[config.mk]
export PLATFORM = sky130hd
export DESIGN_NAME = tl_ram_responder_flat
export DESIGN_NICKNAME = d
export VERILOG_FILES = /design/src/rtl/tl_ram_responder_if.sv /design/src/rtl/tl_ram_responder.sv /design/src/flat_wrapper.sv
export SDC_FILE = /design/constraint.sdc
export NUM_CORES = 1
export LEC_CHECK = 0
export BUFFER_PORTS_ARGS = -buffer_cell sky130_fd_sc_hd__buf_2
export CORE_UTILIZATION = 25
export DETAILED_ROUTE_END_ITERATION = 8
export SKIP_CTS_REPAIR_TIMING = 1
export SKIP_LAST_GASP = 1
export SYNTH_ARGS = -nofsm -noshare
export SYNTH_HDL_FRONTEND = slang
export SYNTH_SLANG_ARGS = --single-unit
[constraint.sdc]
create_clock -name clock -period 4.7 [get_ports clock]
set_input_delay 1.175 -clock clock [delete_from_list [all_inputs] [get_ports clock]]
set_output_delay 1.175 -clock clock [all_outputs]
set_load 0.005 [all_outputs]
[src/rtl/tl_ram_responder_if.sv]
// TileLink-UL A/D channel bundle between a crossbar output port and a responder.
interface tl_ram_responder_if #(parameter int ADDR_W = 7);
  logic              a_ready;
  logic              a_valid;
  logic [2:0]        a_opcode;
  logic [1:0]        a_size;
  logic [ADDR_W-1:0] a_address;
  logic [3:0]        a_mask;
  logic [31:0]       a_data;
  logic              d_ready;
  logic              d_valid;
  logic [2:0]        d_opcode;
  logic [1:0]        d_size;
  logic              d_denied;
  logic [31:0]       d_data;
  logic              d_corrupt;

  modport master (
    input  a_ready, d_valid, d_opcode, d_size, d_denied, d_data, d_corrupt,
    output a_valid, a_opcode, a_size, a_address, a_mask, a_data, d_ready
  );
  modport slave (
    output a_ready, d_valid, d_opcode, d_size, d_denied, d_data, d_corrupt,
    input  a_valid, a_opcode, a_size, a_address, a_mask, a_data, d_ready
  );
endinterface

[src/rtl/tl_ram_responder.sv]
// TileLink-UL scratchpad responder: one request stage (S1) feeding an in-order
// response FIFO; a_ready is a credit check on S1 + FIFO occupancy.
module tl_ram_responder #(
  parameter int ADDR_W  = 7,
  parameter int DEPTH   = 24,
  parameter int Q_DEPTH = 3
) (
  input logic             clock,
  input logic             reset,
  tl_ram_responder_if.slave tl
);
  localparam int IW = ADDR_W - 2;
  localparam int CW = $clog2(Q_DEPTH + 1);
  localparam int PW = $clog2(Q_DEPTH);

  typedef struct packed {
    logic [2:0]  opcode;
    logic [1:0]  size;
    logic        denied;
    logic        corrupt;
    logic [31:0] data;
  } resp_t;

  logic [31:0]   mem [DEPTH];
  logic [IW-1:0] idx;
  logic          hit, is_get, is_put, fire;
  resp_t         a_rsp, s1, head;
  logic          s1_valid;
  resp_t         q [Q_DEPTH];
  logic [PW-1:0] wr_ptr, rd_ptr;
  logic [CW-1:0] q_count;
  logic          push, pop;

  assign idx    = tl.a_address[ADDR_W-1:2];
  // widened compare so DEPTH == 2^IW does not truncate to zero
  assign hit    = {1'b0, idx} < (IW+1)'(DEPTH);
  assign is_get = tl.a_opcode == 3'd4;
  assign is_put = (tl.a_opcode == 3'd0) || (tl.a_opcode == 3'd1);
  assign fire   = tl.a_valid & tl.a_ready;

  always_comb begin
    a_rsp      = '0;
    a_rsp.size = tl.a_size;
    if (is_get) begin
      a_rsp.opcode  = 3'd1;
      a_rsp.denied  = !hit;
      a_rsp.corrupt = !hit;
      a_rsp.data    = hit ? mem[idx] : 32'd0;
    end else begin
      a_rsp.opcode  = 3'd0;
      a_rsp.denied  = !(hit && is_put);
    end
  end

  always_ff @(posedge clock) begin
    if (reset && fire && is_put && hit)
      for (int b = 0; b < 4; b++)
        if (tl.a_mask[b]) mem[idx][8*b +: 8] <= tl.a_data[8*b +: 8];
  end

  always_ff @(posedge clock) begin
    if (!reset) s1_valid <= 1'b0;
    else begin
      s1_valid <= fire;
      if (fire) s1 <= a_rsp;
    end
  end

  function automatic logic [PW-1:0] nxt(input logic [PW-1:0] p);
    return (p == PW'(Q_DEPTH - 1)) ? '0 : p + 1'b1;
  endfunction

  assign push = s1_valid;
  assign pop  = (q_count != '0) && tl.d_ready;

  always_ff @(posedge clock) begin
    if (reset && push) q[wr_ptr] <= s1;
  end

  always_ff @(posedge clock) begin
    if (!reset) begin
      wr_ptr  <= '0;
      rd_ptr  <= '0;
      q_count <= '0;
    end else begin
      if (push) wr_ptr <= nxt(wr_ptr);
      if (pop)  rd_ptr <= nxt(rd_ptr);
      q_count <= q_count + CW'(push) - CW'(pop);
    end
  end

  assign head         = q[rd_ptr];
  assign tl.a_ready   = (q_count + CW'(s1_valid)) < CW'(Q_DEPTH);
  assign tl.d_valid   = q_count != '0;
  assign tl.d_opcode  = head.opcode;
  assign tl.d_size    = head.size;
  assign tl.d_denied  = head.denied;
  assign tl.d_corrupt = head.corrupt;
  assign tl.d_data    = head.data;

`ifndef SYNTHESIS
  always_ff @(posedge clock) begin
    if (reset) begin
      assert (!(push && !pop && q_count == CW'(Q_DEPTH))) else $error("response fifo overflow");
      assert (q_count <= CW'(Q_DEPTH)) else $error("response fifo count out of range");
    end
  end
`endif
endmodule
[src/flat_wrapper.sv]
// flat-port wrapper written by rule: the top's interface ports become plain ports
module tl_ram_responder_flat 
#(
  parameter int ADDR_W  = 7,
  parameter int DEPTH   = 24,
  parameter int Q_DEPTH = 3
)
  (clock, reset, tl_a_ready, tl_d_valid, tl_d_opcode, tl_d_size, tl_d_denied, tl_d_data, tl_d_corrupt, tl_a_valid, tl_a_opcode, tl_a_size, tl_a_address, tl_a_mask, tl_a_data, tl_d_ready);
  tl_ram_responder_if #(.ADDR_W(ADDR_W)) tl_i ();
  input logic clock;
  input logic reset;
  output wire logic [$bits(tl_i.a_ready)-1:0] tl_a_ready;
  output wire logic [$bits(tl_i.d_valid)-1:0] tl_d_valid;
  output wire logic [$bits(tl_i.d_opcode)-1:0] tl_d_opcode;
  output wire logic [$bits(tl_i.d_size)-1:0] tl_d_size;
  output wire logic [$bits(tl_i.d_denied)-1:0] tl_d_denied;
  output wire logic [$bits(tl_i.d_data)-1:0] tl_d_data;
  output wire logic [$bits(tl_i.d_corrupt)-1:0] tl_d_corrupt;
  input wire logic [$bits(tl_i.a_valid)-1:0] tl_a_valid;
  input wire logic [$bits(tl_i.a_opcode)-1:0] tl_a_opcode;
  input wire logic [$bits(tl_i.a_size)-1:0] tl_a_size;
  input wire logic [$bits(tl_i.a_address)-1:0] tl_a_address;
  input wire logic [$bits(tl_i.a_mask)-1:0] tl_a_mask;
  input wire logic [$bits(tl_i.a_data)-1:0] tl_a_data;
  input wire logic [$bits(tl_i.d_ready)-1:0] tl_d_ready;
  assign tl_a_ready = tl_i.a_ready;
  assign tl_d_valid = tl_i.d_valid;
  assign tl_d_opcode = tl_i.d_opcode;
  assign tl_d_size = tl_i.d_size;
  assign tl_d_denied = tl_i.d_denied;
  assign tl_d_data = tl_i.d_data;
  assign tl_d_corrupt = tl_i.d_corrupt;
  assign tl_i.a_valid = tl_a_valid;
  assign tl_i.a_opcode = tl_a_opcode;
  assign tl_i.a_size = tl_a_size;
  assign tl_i.a_address = tl_a_address;
  assign tl_i.a_mask = tl_a_mask;
  assign tl_i.a_data = tl_a_data;
  assign tl_i.d_ready = tl_d_ready;
  tl_ram_responder #(.ADDR_W(ADDR_W), .DEPTH(DEPTH), .Q_DEPTH(Q_DEPTH)) u_core (.clock(clock), .reset(reset), .tl(tl_i));
endmodule
; After elaboration in Yosys (flattened, before gate mapping)
; Memory sizes are Yosys's and may differ from the RTL's. A register that Yosys moved wholly into a read port is not among the register bits.
; Cells that the tools add are included.
[word_totals]
ramBits = 885
n_memories = 2
elab_cells = 55
output_inout_bits = 41
register_bits = 14
input_bits = 52
[op_classes]
n_lt_le_gt_ge = 2
bitwise_logic = 1
n_eq_ne = 4
n_reduce_logical = 14
n_mux = 20
add_sub_neg = 4
[mem_list]
columns = memory, words, width, read_ports, rd_ports_with_merged_regs, wr, line_no
row1 = u_core.mem, 24, 32, 1, 1, 1, tl_ram_responder.sv:24  ; logic [31:0] mem [DEPTH];
row2 = u_core.q, 3, 39, 1, 1, 1, tl_ram_responder.sv:29  ; resp_t q [Q_DEPTH];
[op_table]
columns = cell, count
row1 = 1-bit two-way mux, 16
row2 = 2-bit two-way mux, 4
row3 = 1-bit logical AND, 6
row4 = "5-bit less-than comparator, second input constant", 1
row5 = "2-bit by 1-bit adder with 2-bit output, second input constant", 2
row6 = "2-bit equality test, second input constant", 2
row7 = 2-bit AND reduction, 2
row8 = "3-bit by 1-bit equality test with 1-bit output, second input constant", 1
row9 = "3-bit equality test, second input constant", 1
row10 = 1-bit logical NOT, 3
row11 = 3-bit logical NOT, 1
row12 = 2-bit by 1-bit adder with 2-bit output, 1
row13 = "2-bit less-than comparator, second input constant", 1
row14 = 2-bit nonzero test, 1
row15 = 2-bit by 1-bit subtractor with 2-bit output, 1
row16 = 1-bit bitwise AND, 1
row17 = 1-bit logical OR, 1

; Longest topological paths before layout
[logic_depth]
depth_word = 8
mapped_depth = 8
mapped_depth_nobuf = 5

; Worst setup path after synthesis
; No wires, ideal clock.
[synth_timing]
path_type = input-to-reg
from = input reset
to = memory u_core.q[1][0] in the netlist's numbering, enable pin
setup_time_ns = 0.485
required_time_ns = 4.215
slack_ns = 0.196
stages = 2
arrival_ns = 4.019
path_buffers = 0
path_cell_list = nand2_1 nor3b_1
[synth_between]
elab_chain_len = 3
[synth_rtl]
columns = element, line_no
row1 = start: declaration, flat_wrapper.sv:11  ; input logic reset;
row2 = 1-bit logical AND, tl_ram_responder.sv:77  ; if (reset && push) q[wr_ptr] <= s1;
row3 = 1-bit two-way mux, tl_ram_responder.sv:77
row4 = 1-bit two-way mux (implied by the code), tl_ram_responder.sv:77
row5 = end: declaration, tl_ram_responder.sv:29
; No other way between the ends.

; Worst setup path in the final report
[layout_timing]
from = input tl_a_address[4]
to = memory u_core.mem[7][28], enable pin
[layout_between]
elab_chain_len = 4
[layout_rtl]
columns = element, line_no
row1 = start: declaration, flat_wrapper.sv:22  ; input wire logic [$bits(tl_i.a_address)-1:0] tl_a_address;
row2 = 5-bit less-than comparator, tl_ram_responder.sv:36  ; assign hit = {1'b0, idx} < (IW+1)'(DEPTH);
row3 = 1-bit logical AND, tl_ram_responder.sv:56  ; if (reset && fire && is_put && hit)
row4 = 1-bit two-way mux, tl_ram_responder.sv:56
row5 = 1-bit two-way mux (implied by the code), tl_ram_responder.sv:58  ; if (tl.a_mask[b]) mem[idx][8*b +: 8] <= tl.a_data[8*b +: 8];
row6 = end: declaration, tl_ram_responder.sv:24
; Several ways; a longest one is shown, not always the timed one.

==> impl_metrics.yaml <==
floorplanning:
  die-area_sq_um: 144000
  start_util: 0.253
  fp.dieH_um: 379
  ios: 93
  core-area_sq_um: 140000
  num_rows: 137
  die_x_um: 379
timing:
  hold_viol_final: 0
  period_share: 0.744
  final_max_slew_viol_count: 0
  rsz0062_at_grt: "no"
  slew-limit-headroom: 0.395
  period_needed_ns: 3.49
  finalSetupTns_ns: 0
  finClkSkew_ns: 0.0156
  tightest_slew_ns: 0.908
  fmax_mhz: 286
  finalSetupViolCount: 0
power:
  comb_power_share: 0.058
  power_density_nw_per_um2: 418
  power_frac_seq: 0.524
  p_sw_frac: 0.216
  leakage_nw: 14.1
  pwr-share-clk: 0.418
  p_sw_mw: 3.80
  ir_drop_mv: 0.348
  p_int_mw: 13.8
routing:
  wl_per_cell_um: 20.4
  wl_mm: 85.3
  final_antenna_net_count: 0
  routed-via-count: 18471
  drcViolationCount: 0
  viasPerCell: 4.43
  drt_iter0_drc: 1628
  first_pass_iters: 5
flow_run:
  max_cap_violations: 0
logic_synthesis:
  seq_area_frac_synth: 0.780
  yosysMostFrequentCell: "edfxtp_1"
  synth.distinct_cells: 37
  synthTopCellsByCount: "edfxtp_1 (916), mux2i_1 (393), o22ai_1 (128)"
  synthTopCellsByArea: "edfxtp_1 (77%), mux2i_1 (11%), o22ai_1 (2.3%)"
  ys_ff_latch: 925
  ys.flop_type: "edfxtp_1"
  synth_edf_count: 916
  yosysWarnings: 0
  netlist.area_leader.share: 0.775
  netlist_area_sq_um: 35500
  syn-instance-count: 1995
  yosysTopAreaCell: "edfxtp_1"
  ys_async_sr_fraction: 0
  syn_avg_cell_area_sq_um: 17.8
global_routing:
  grt_max_degree: 72
  grt_pass1_vias: 18084
  globalRouteOverflowTotal: 0
  antenna_found_initial: 8
  grt_pass1_wl_mm: 123
  grtUsageTotal: 0.116
worst_setup_path:
  arrival_ns: 3.86
  crit_fanout: 19
  r2r_start: "u_core.push"
  crit_path_start_kind: "primary input"
  required_ns: 5.06
  startpoint: "tl_a_address[4]"
  critPathCaptureType: "register"
  path_class: "primary input to register"
cts:
  clockBufferDepth: 3
  cts_tree: "done"
  clock_sinks: 925
  cts_made_buffers: 93
  cts_root_buf: "clkbuf_16"
  clk_pin_slew_ns: 0.06
  clk_latency_ns: 0.66
  ctsHtreeMaxLevel: 3
worst_hold_path:
  hold_path.startpoint: "u_core.s1[5]"
  hold_class: "register to register"
place:
  portBuffers: 88
  gp_congestion: 0.812
  place_area_sq_um: 39000
  post-place-cells: 4001
  dp_hpwl_mm: 54.7
finish:
  fin_nets: 2274
  finalInstanceArea_sq_um: 42100
  drive_gt1_frac: 0.183
  final_cells: 4174
  area_growth_pct: 18.5
status:
  status: "completed"
## power groups by stage
stage | registers [mW] | clock network [mW] | logic (mW)
global placement | 9.38 | 0 | 1.03
CTS | 9.21 | 7.48 | 1.04
floorplan | 9.35 | 0 | 0.581
global route | 9.22 | 7.78 | 1.11
detailed placement | 9.39 | 0 | 1.04
finish | 9.21 | 7.34 | 1.02
## flip-flops by register name (all words and copies together) (netlist names), named ones only
signal and count:
u_core.q_count 2, u_core.rd_ptr 2, u_core.q 111, u_core.s1 37, u_core.wr_ptr 2, u_core.push 1, u_core.mem 768
## cell usage in the layout (no fill, tap or decap), types with 2 or more instances in the layout
cell,instances
edfxtp_1,916
mux2i_1,393
buf_4,157
o22ai_1,128
nor2_1,99
clkbuf_16,94
buf_2,87
nand2_1,80
o21ai_0,38
nand3_1,36
a21oi_1,34
a22oi_1,34
nor4_1,32
clkinv_1,19
clkinv_2,16
clkbuf_1,16
mux4_2,15
a2bb2oi_1,15
bufinv_16,10
clkinvlp_4,9
dfxtp_1,7
buf_12,5
and2_1,4
nand2_2,4
or4b_1,3
nand4bb_2,3
nor2b_1,3
nor3b_1,3
clkinv_8,3
inv_6,3
nor3_1,2
nor3b_2,2
xor2_1,2
inv_1,2
and3b_1,2
ha_1,2
dfxtp_2,2
conb_1,2
inv_16,2
## area by class of cell
class	count	area [sq um]
Antenna cell	1	2.50
Clock inverter	62	634
Timing Repair Buffer	250	1730
Fill cell	13777	98100
Sequential cell	925	27700
Inverter	2	7.51
Multi-Input combinational cell	948	7260
Clock buffer	110	2410
Tap cell	1876	2350
## through the flow
| stage | setup WS (ns) | hold WS (ns) | power [mW] | util |
|---|---|---|---|---|
| global route | 1.07 | 0.477 | 18.1 | 0.300 |
| finish | 1.21 | 0.460 | 17.6 | 0.300 |
| floorplan | 0.196 | 0.440 | 9.94 | - |
| CTS | 1.12 | 0.464 | 17.7 | 0.300 |
| global placement | 0.623 | 0.442 | 10.4 | 0.278 |
| detailed placement | 0.574 | 0.455 | 10.4 | 0.278 |
## metal layers
metal | wire length [um] | global-route usage | vias to the layer above
met4 | 2330 | 0.0409 | 12
met2 | 40500 | 0.189 | 579
met3 | 5010 | 0.0208 | 128
li1 | - | - | 8376
met1 | 37400 | 0.155 | 9376
met5 | 69 | 0 | -
## critical path: stages
cell	delay, ns
buf_2	0.50
buf_4	0.32
and2_1	0.67
nand3_1	0.66
nor2_1	0.28
buf_4	0.21
## logic make-up (layout without fill, tap and decap cells)
logic type,after synthesis,count (layout),synth area share
compound gates,253,253,0.0448
xor+xnor,2,2,0.000493
fa+ha+maj,2,2,0.000705
buf+inv,123,424,0.0172
flops,925,925,0.780
mux,408,408,0.120
other cells,1,3,0.000106
simple gates,281,281,0.0366
## worst paths after layout
| check | endpoint | slack, ns | cells past startpoint |
|---|---|---|---|
| worst min-delay path | u_core.q[1][5] | 0.46 | 0 |
| worst max-delay path | u_core.mem[7][28] | 1.21 | 6 |
| worst max register to register | u_core.mem[19][4] | 2.07 | 8 |
| worst min register to register | u_core.q[1][5] | 0.46 | 0 |
(Power assumes the default switching activity.)
